File: config.mk
export PLATFORM = sky130hd
export DESIGN_NAME = parity_serial_rx
export DESIGN_NICKNAME = d
export VERILOG_FILES = /design/src/rtl/parity_rx_pkg.sv /design/src/rtl/parity_acc.sv /design/src/rtl/parity_serial_rx.sv
export SDC_FILE = /design/constraint.sdc
export NUM_CORES = 1
export LEC_CHECK = 0
export CAP_MARGIN = 20
export CORE_ASPECT_RATIO = 2
export CORE_MARGIN = 2
export CORE_UTILIZATION = 40
export DETAILED_ROUTE_END_ITERATION = 6
export RECOVER_POWER = 25
export SLEW_MARGIN = 20
export SYNTH_ARGS = -nofsm -noshare
export SYNTH_HDL_FRONTEND = slang
export SYNTH_SLANG_ARGS = --single-unit
File: constraint.sdc
create_clock -name clk -period 3.4 [get_ports clk]
set_input_delay 0.51 -clock clk [delete_from_list [all_inputs] [get_ports clk]]
set_output_delay 0.51 -clock clk [all_outputs]
set_load 0.05 [all_outputs]
File: src/rtl/parity_rx_pkg.sv
// Package: parity_rx_pkg
// Shared types and helpers for the XOR-parity serial receiver.
//   prx_state_t  receiver FSM states
//   MAX_DATA_W   largest supported data width
//   cnt_width()  width of a counter that indexes 0..n-1 (minimum 1 bit)
package parity_rx_pkg;

    typedef enum logic [1:0] {
        IDLE,
        DATA,
        PARITY,
        STOP
    } prx_state_t;

    localparam int unsigned MAX_DATA_W = 16;

    function automatic int unsigned cnt_width(input int unsigned n);
        return (n <= 1) ? 1 : $clog2(n);
    endfunction

endpackage

File: src/rtl/parity_acc.sv
// Module: parity_acc
// Running XOR accumulator shared by the parity receiver and the transmitter-side
// parity generator.
// Ports:
//   clk     in   clock, rising edge
//   rst_n   in   synchronous active-low reset
//   clr     in   clear accumulator to 0 (has priority over en)
//   en      in   fold bit_in into the accumulator
//   bit_in  in   serial data bit
//   par     out  XOR of all bits folded in since the last clear
module parity_acc (
    input  logic clk,
    input  logic rst_n,
    input  logic clr,
    input  logic en,
    input  logic bit_in,
    output logic par
);

    always_ff @(posedge clk) begin
        if (!rst_n) begin
            par <= 1'b0;
        end else if (clr) begin
            par <= 1'b0;
        end else if (en) begin
            par <= par ^ bit_in;
        end
    end

endmodule

File: src/rtl/parity_serial_rx.sv
// Module: parity_serial_rx
// Receiving end of the XOR-parity serial link. Deserialises a frame of
// start bit, DATA_W data bits (LSB first), parity bit and stop bit, one bit per
// bit_tick, checks parity and framing, and holds the word on a valid/ready
// output register.
// Optional feature: define PRX_ERR_COUNT_EN to add the saturating err_count port.
// Ports:
//   clk         in   clock, rising edge
//   rst_n       in   synchronous active-low reset
//   bit_tick    in   one-clk pulse at the centre of each bit period
//   rx_in       in   serial line, idle high, sampled only on bit_tick
//   data_out    out  received word
//   data_valid  out  word/flags valid, held until accepted
//   data_ready  in   consumer accepts when data_valid & data_ready
//   parity_err  out  parity mismatch on the held word
//   frame_err   out  stop bit sampled low on the held word
//   overrun     out  at least one frame dropped while this word was held
//   busy        out  FSM not in IDLE
//   err_count   out  (PRX_ERR_COUNT_EN only) errored + dropped frames, saturating
module parity_serial_rx
    import parity_rx_pkg::*;
#(
    parameter int unsigned DATA_W     = 8,
    parameter int unsigned ODD_PARITY = 0,
    parameter int unsigned CNT_W      = 8
) (
    input  logic              clk,
    input  logic              rst_n,
    input  logic              bit_tick,
    input  logic              rx_in,
    output logic [DATA_W-1:0] data_out,
    output logic              data_valid,
    input  logic              data_ready,
    output logic              parity_err,
    output logic              frame_err,
    output logic              overrun,
    output logic              busy
`ifdef PRX_ERR_COUNT_EN
    ,
    output logic [CNT_W-1:0]  err_count
`endif
);

    localparam int unsigned     BCW      = cnt_width(DATA_W);
    localparam logic [BCW-1:0]  LAST_BIT = BCW'(DATA_W - 1);
    localparam logic            ODD      = (ODD_PARITY != 0);

    generate
        if (DATA_W < 1 || DATA_W > MAX_DATA_W || CNT_W < 1) begin : g_bad_param
            $error("parity_serial_rx: unsupported DATA_W or CNT_W");
        end
    endgenerate

    prx_state_t        state;
    logic [DATA_W-1:0] shift_reg;
    logic [DATA_W-1:0] shift_next;
    logic [BCW-1:0]    bit_cnt;
    logic              acc;
    logic              perr_q;
    logic              acc_clr;
    logic              acc_en;
    logic              done;
    logic              ferr;
    logic              load;
    logic              accept;

    assign acc_clr = bit_tick & (state == IDLE) & ~rx_in;
    assign acc_en  = bit_tick & (state == DATA);
    assign done    = bit_tick & (state == STOP);
    assign ferr    = ~rx_in;
    assign accept  = data_valid & data_ready;
    // A completing frame may replace the held word only if that word leaves this cycle.
    assign load    = done & (~data_valid | data_ready);

    // LSB-first frame: new bits enter at the MSB and walk down.
    generate
        if (DATA_W == 1) begin : g_shift_one
            assign shift_next = rx_in;
        end else begin : g_shift_many
            assign shift_next = {rx_in, shift_reg[DATA_W-1:1]};
        end
    endgenerate

    parity_acc u_parity_acc (
        .clk    (clk),
        .rst_n  (rst_n),
        .clr    (acc_clr),
        .en     (acc_en),
        .bit_in (rx_in),
        .par    (acc)
    );

    always_ff @(posedge clk) begin
        if (!rst_n) begin
            state      <= IDLE;
            shift_reg  <= '0;
            bit_cnt    <= '0;
            perr_q     <= 1'b0;
            busy       <= 1'b0;
            data_out   <= '0;
            data_valid <= 1'b0;
            parity_err <= 1'b0;
            frame_err  <= 1'b0;
            overrun    <= 1'b0;
        end else begin
            if (bit_tick) begin
                unique case (state)
                    IDLE: begin
                        if (!rx_in) begin
                            state   <= DATA;
                            bit_cnt <= '0;
                            busy    <= 1'b1;
                        end
                    end
                    DATA: begin
                        shift_reg <= shift_next;
                        if (bit_cnt == LAST_BIT) begin
                            state   <= PARITY;
                            bit_cnt <= '0;
                        end else begin
                            bit_cnt <= bit_cnt + BCW'(1);
                        end
                    end
                    PARITY: begin
                        perr_q <= acc ^ rx_in ^ ODD;
                        state  <= STOP;
                    end
                    STOP: begin
                        state <= IDLE;
                        busy  <= 1'b0;
                    end
                    default: begin
                        state <= IDLE;
                        busy  <= 1'b0;
                    end
                endcase
            end

            if (load) begin
                data_out   <= shift_reg;
                parity_err <= perr_q;
                frame_err  <= ferr;
                overrun    <= 1'b0;
                data_valid <= 1'b1;
            end else if (done) begin
                overrun <= 1'b1;
            end else if (accept) begin
                data_valid <= 1'b0;
                parity_err <= 1'b0;
                frame_err  <= 1'b0;
                overrun    <= 1'b0;
            end
        end
    end

`ifdef PRX_ERR_COUNT_EN
    logic err_inc;

    // Delivered-with-error and dropped are mutually exclusive for one frame.
    assign err_inc = done & (~load | perr_q | ferr);

    always_ff @(posedge clk) begin
        if (!rst_n) begin
            err_count <= '0;
        end else if (err_inc && (err_count != '1)) begin
            err_count <= err_count + CNT_W'(1);
        end
    end
`endif

endmodule

==> results.md <==
- The clock network fraction of total power is between 30% and 40%.
- The maximum VDD drop is about 0.23 mV.
- The share of the Yosys chip area taken by registers is roughly 47%.
- Across all setup checks in the final design, the least slack found is 1.41 ns.
- For the worst setup path, the data required time is 2.89 ns.
- The die covers between 3000 and 4000 um^2.
- Wires add up to roughly 2.4 mm.
- The final sum of negative setup slack is 0 ns.
- The sequential share of power is between 50% and 60%.
- After layout, the minimum clock period comes to just under 2 ns.
- The critical path startpoint category is a flop.
- The max-slew violation total from the final report is 0.
- The number of global-route vias before repair is 1016.
- Detailed placement finished with a half-perimeter wire length of 1.88 mm.
- Along the worst path, the maximum fanout reaches 3.
- For this run, the total global-route usage over all layers was measured as between 15 and 20%.
- The first-pass iteration count of the detailed router is 4.
- The max-cap check violation count is 0.
- The critical path goes through clkdlybuf4s50_1.
- Dividing the synthesized area by the synthesized cell count gives around 8.5 um^2.
- The source-to-sink clock delay at the later pin of the worst-skew pair is about 0.27 ns.
- The final-stage net count is between 150 and 200.
- The maximum clock frequency is 503 MHz.
- The hold buffer count at CTS is 0.
- The effective utilization at floorplan is 41.2%.
- For this design, the sink count on the clock tree is 28.
- For the worst setup path, the data arrival time is ~1.5 ns.
- Post-CTS repair changed the size of 0 cells.
- Summed over all nets, the switching power comes to between 0.15 and 0.2 mW.
- Clock skew on the completed layout was measured at 0.00441 ns.
- The worst reg2reg path startpoint is state[0].
- For this run, design rule violations remaining after detail routing come to 0.
- The kind of end point of the critical path is an output port.
- After detailed routing, the average wire length per cell comes to 13.2 um.
- Prior to clock tree synthesis, the placed netlist has a worst setup slack of 1.38 ns.
- The final critical path takes up 58.5% of the cycle.
- The startpoint of the most critical hold path is shift_reg[0].
- Dividing the detail-routed via count by the number of cells gives roughly 5.3.
- In this run the count of I/O pins placed on the die edge is 18.
- The internal power is between 0.4 and 0.5 mW.
- The die is 81.4 um tall.
- The area occupied by multi-input gates is 578 um^2.
- The total of buffers placed on input and output ports is 17.
- The number of diodes added for antenna fixing is 0.
- Clock tree synthesis inserted a total of 3 buffers.
- The slowest stage of the critical path is the sky130_fd_sc_hd__clkdlybuf4s50_1 cell.
- The largest incremental delay on the critical path is slightly above 0.8 ns.
- The via total after detailed routing is roughly 980.
- The share of cells above drive strength 1 is around 4.5%.
- The cell family contributing the most delay on the critical path is buffers and inverters.
- The remaining antenna violation count is 0.
- The number of endpoints with negative hold slack in the final report is 0.
- The fill cell total of the finished layout is around 300.
- The final-report setup violation count is 0.
- The flow ran to the end, and the final reports show no timing, DRC or antenna violations.
- The type of the worst setup path is flop to output port.
- Setup repair after global routing left no endpoint under its margin.
- Power spread over the standard cell area amounts to 438 nW/um^2.
- The library cells used most frequently in the layout, excluding fill and tap cells, are 28 x sky130_fd_sc_hd__nand2_1, 28 x sky130_fd_sc_hd__dfxtp_1, 18 x sky130_fd_sc_hd__a21oi_1.
- For this run, the number of Yosys warnings is 0.
- The clock tree from TritonCTS is done.
- The root buffer cell is sky130_fd_sc_hd__clkbuf_8.
- Summed over all layers, the global routing overflow is 0.
- Measured on the finished design, the core utilization comes to 48.8%.
- Combinational cells account for 12.7% of the total power.
- In this run switching power makes up 24.7% of total power.
- The synthesized netlist contains 28 unique library cells.
- The maximum buffer depth of the clock tree is 2.
- The synthesized net count is ~150.
- The slew at the pin closest to its max-slew limit is about 0.60 ns.
- Clock-pin slew was measured on the worst setup and hold paths at approximately 0.090 ns.
- The post-synth design cell area is between 1000 and 1500 um^2.
- The weighted congestion reported at the end of routability-driven placement is ~0.76.
- The area growth from synthesis to layout is 18.5%.
- The wire length of the first global-routing pass is 4.39 mm.
- The count of standard-cell rows is 28.
- The post-CTS repair timing setup buffer count is 0.
- The detailed router finished its first iteration with 13 violations.
- The initial antenna violation count is 0.
- The width of the chip is between 40 and 50 um.
- Entering global routing, the biggest net connects 22 pins.
- The H-tree level count is 1.
- The core area is approximately 2900 um^2.
- The tightest slew margin relative to the limit is approximately three fifths.
- The type of the worst min-delay path is flop to flop.
- Counting both buffers and inverters, the worst setup path holds a total of 1.
- The start point of the critical path is busy.
- In this run the static leakage power is just under 0.5 nW.
- Synthesis produced about 140 cells.
- Summing all flip-flop and latch instances after layout gives approximately 560 um^2.
- The register bit count reported by yosys is 28.
-- cells in the mapped netlist (all sizes together) --
cell type | count | area share (%)
o21ai | 14 | 5.8
clkbuf | 2 | 0.63
inv | 5 | 1.6
nand2 | 30 | 9.8
nand3 | 10 | 4.2
nand4 | 1 | 0.52
dfxtp | 28 | 47
or3 | 1 | 0.52
mux2i | 3 | 2.5
nor2b | 2 | 1.0
buf | 5 | 2.5
nand4b | 1 | 0.73
nand2b | 1 | 0.52
ha | 7 | 7.3
a21boi | 1 | 0.94
o22ai | 1 | 0.52
and2 | 2 | 1.0
xnor2 | 1 | 0.73
a21oi | 18 | 7.5
o21a | 2 | 1.3
a31oi | 2 | 1.0
o32ai | 2 | 1.5
a311oi | 1 | 0.73
nor2 | 1 | 0.31
-- metrics by stage --
stage	instances	power (mW)	hold WS [ns]	instance area, um^2
floorplan	141	0.410	0.433	1200
global placement	181	0.432	0.452	1370
detailed placement	181	0.434	0.453	1370
CTS	185	0.630	0.467	1420
global route	185	0.656	0.495	1420
finish	185	0.621	0.464	1420
-- worst register-to-register path, cell delays in order (launching register included) --
cell and delay (ns):
sky130_fd_sc_hd__dfxtp_1 0.41, sky130_fd_sc_hd__inv_1 0.10, sky130_fd_sc_hd__ha_1 0.24, sky130_fd_sc_hd__a21boi_0 0.48, sky130_fd_sc_hd__o21ai_1 0.26, sky130_fd_sc_hd__mux2i_1 0.17
-- kinds of logic after synthesis --
kind of cell	after synthesis	share of synthesized area, %
adder cells (fa/ha/maj)	7	7.31
AND/OR/NAND/NOR	49	18.7
buffers and inverters	12	4.70
multiplexers	3	2.51
XOR/XNOR	1	0.731
flip-flops	28	46.8
AO/OA/AOI/OAI	41	19.3
-- area by class of cell --
type,count,area share (%)
multi-input cells,101,40.7
flip-flops and latches,28,39.5
inverters,5,1.32
well taps,30,2.64
repair buffers,17,12.0
clock buffers,4,3.88
-- worst paths after layout --
path,to,slack [ns],cells after the start
max,busy,1.41,1
min,shift_reg[0],0.46,2
max reg2reg,state[1],1.62,5
min reg2reg,shift_reg[0],0.46,2
-- layer usage --
layer  global-route usage, %  vias to the layer above  wire, um  part of all wire, %
met5                       0                        -         0                    0
met4                    5.63                        0        34                  1.4
met3                    1.98                        4        50                  2.1
met2                    31.1                       15      1370                   56
met1                    17.2                      448       979                   40
li1                        -                      516         -                    -
-- power by group through the flow --
stage                     Clock (mW)  Sequential [mW]  Combinational [mW]
after global placement             0            0.352              0.0803
after CTS                      0.203            0.345              0.0820
after global routing           0.221            0.346              0.0892
after detailed placement           0            0.352              0.0819
after floorplan                    0            0.359              0.0505
final                          0.198            0.345              0.0788
No activity file was read; power rests on OpenSTA's default activity.
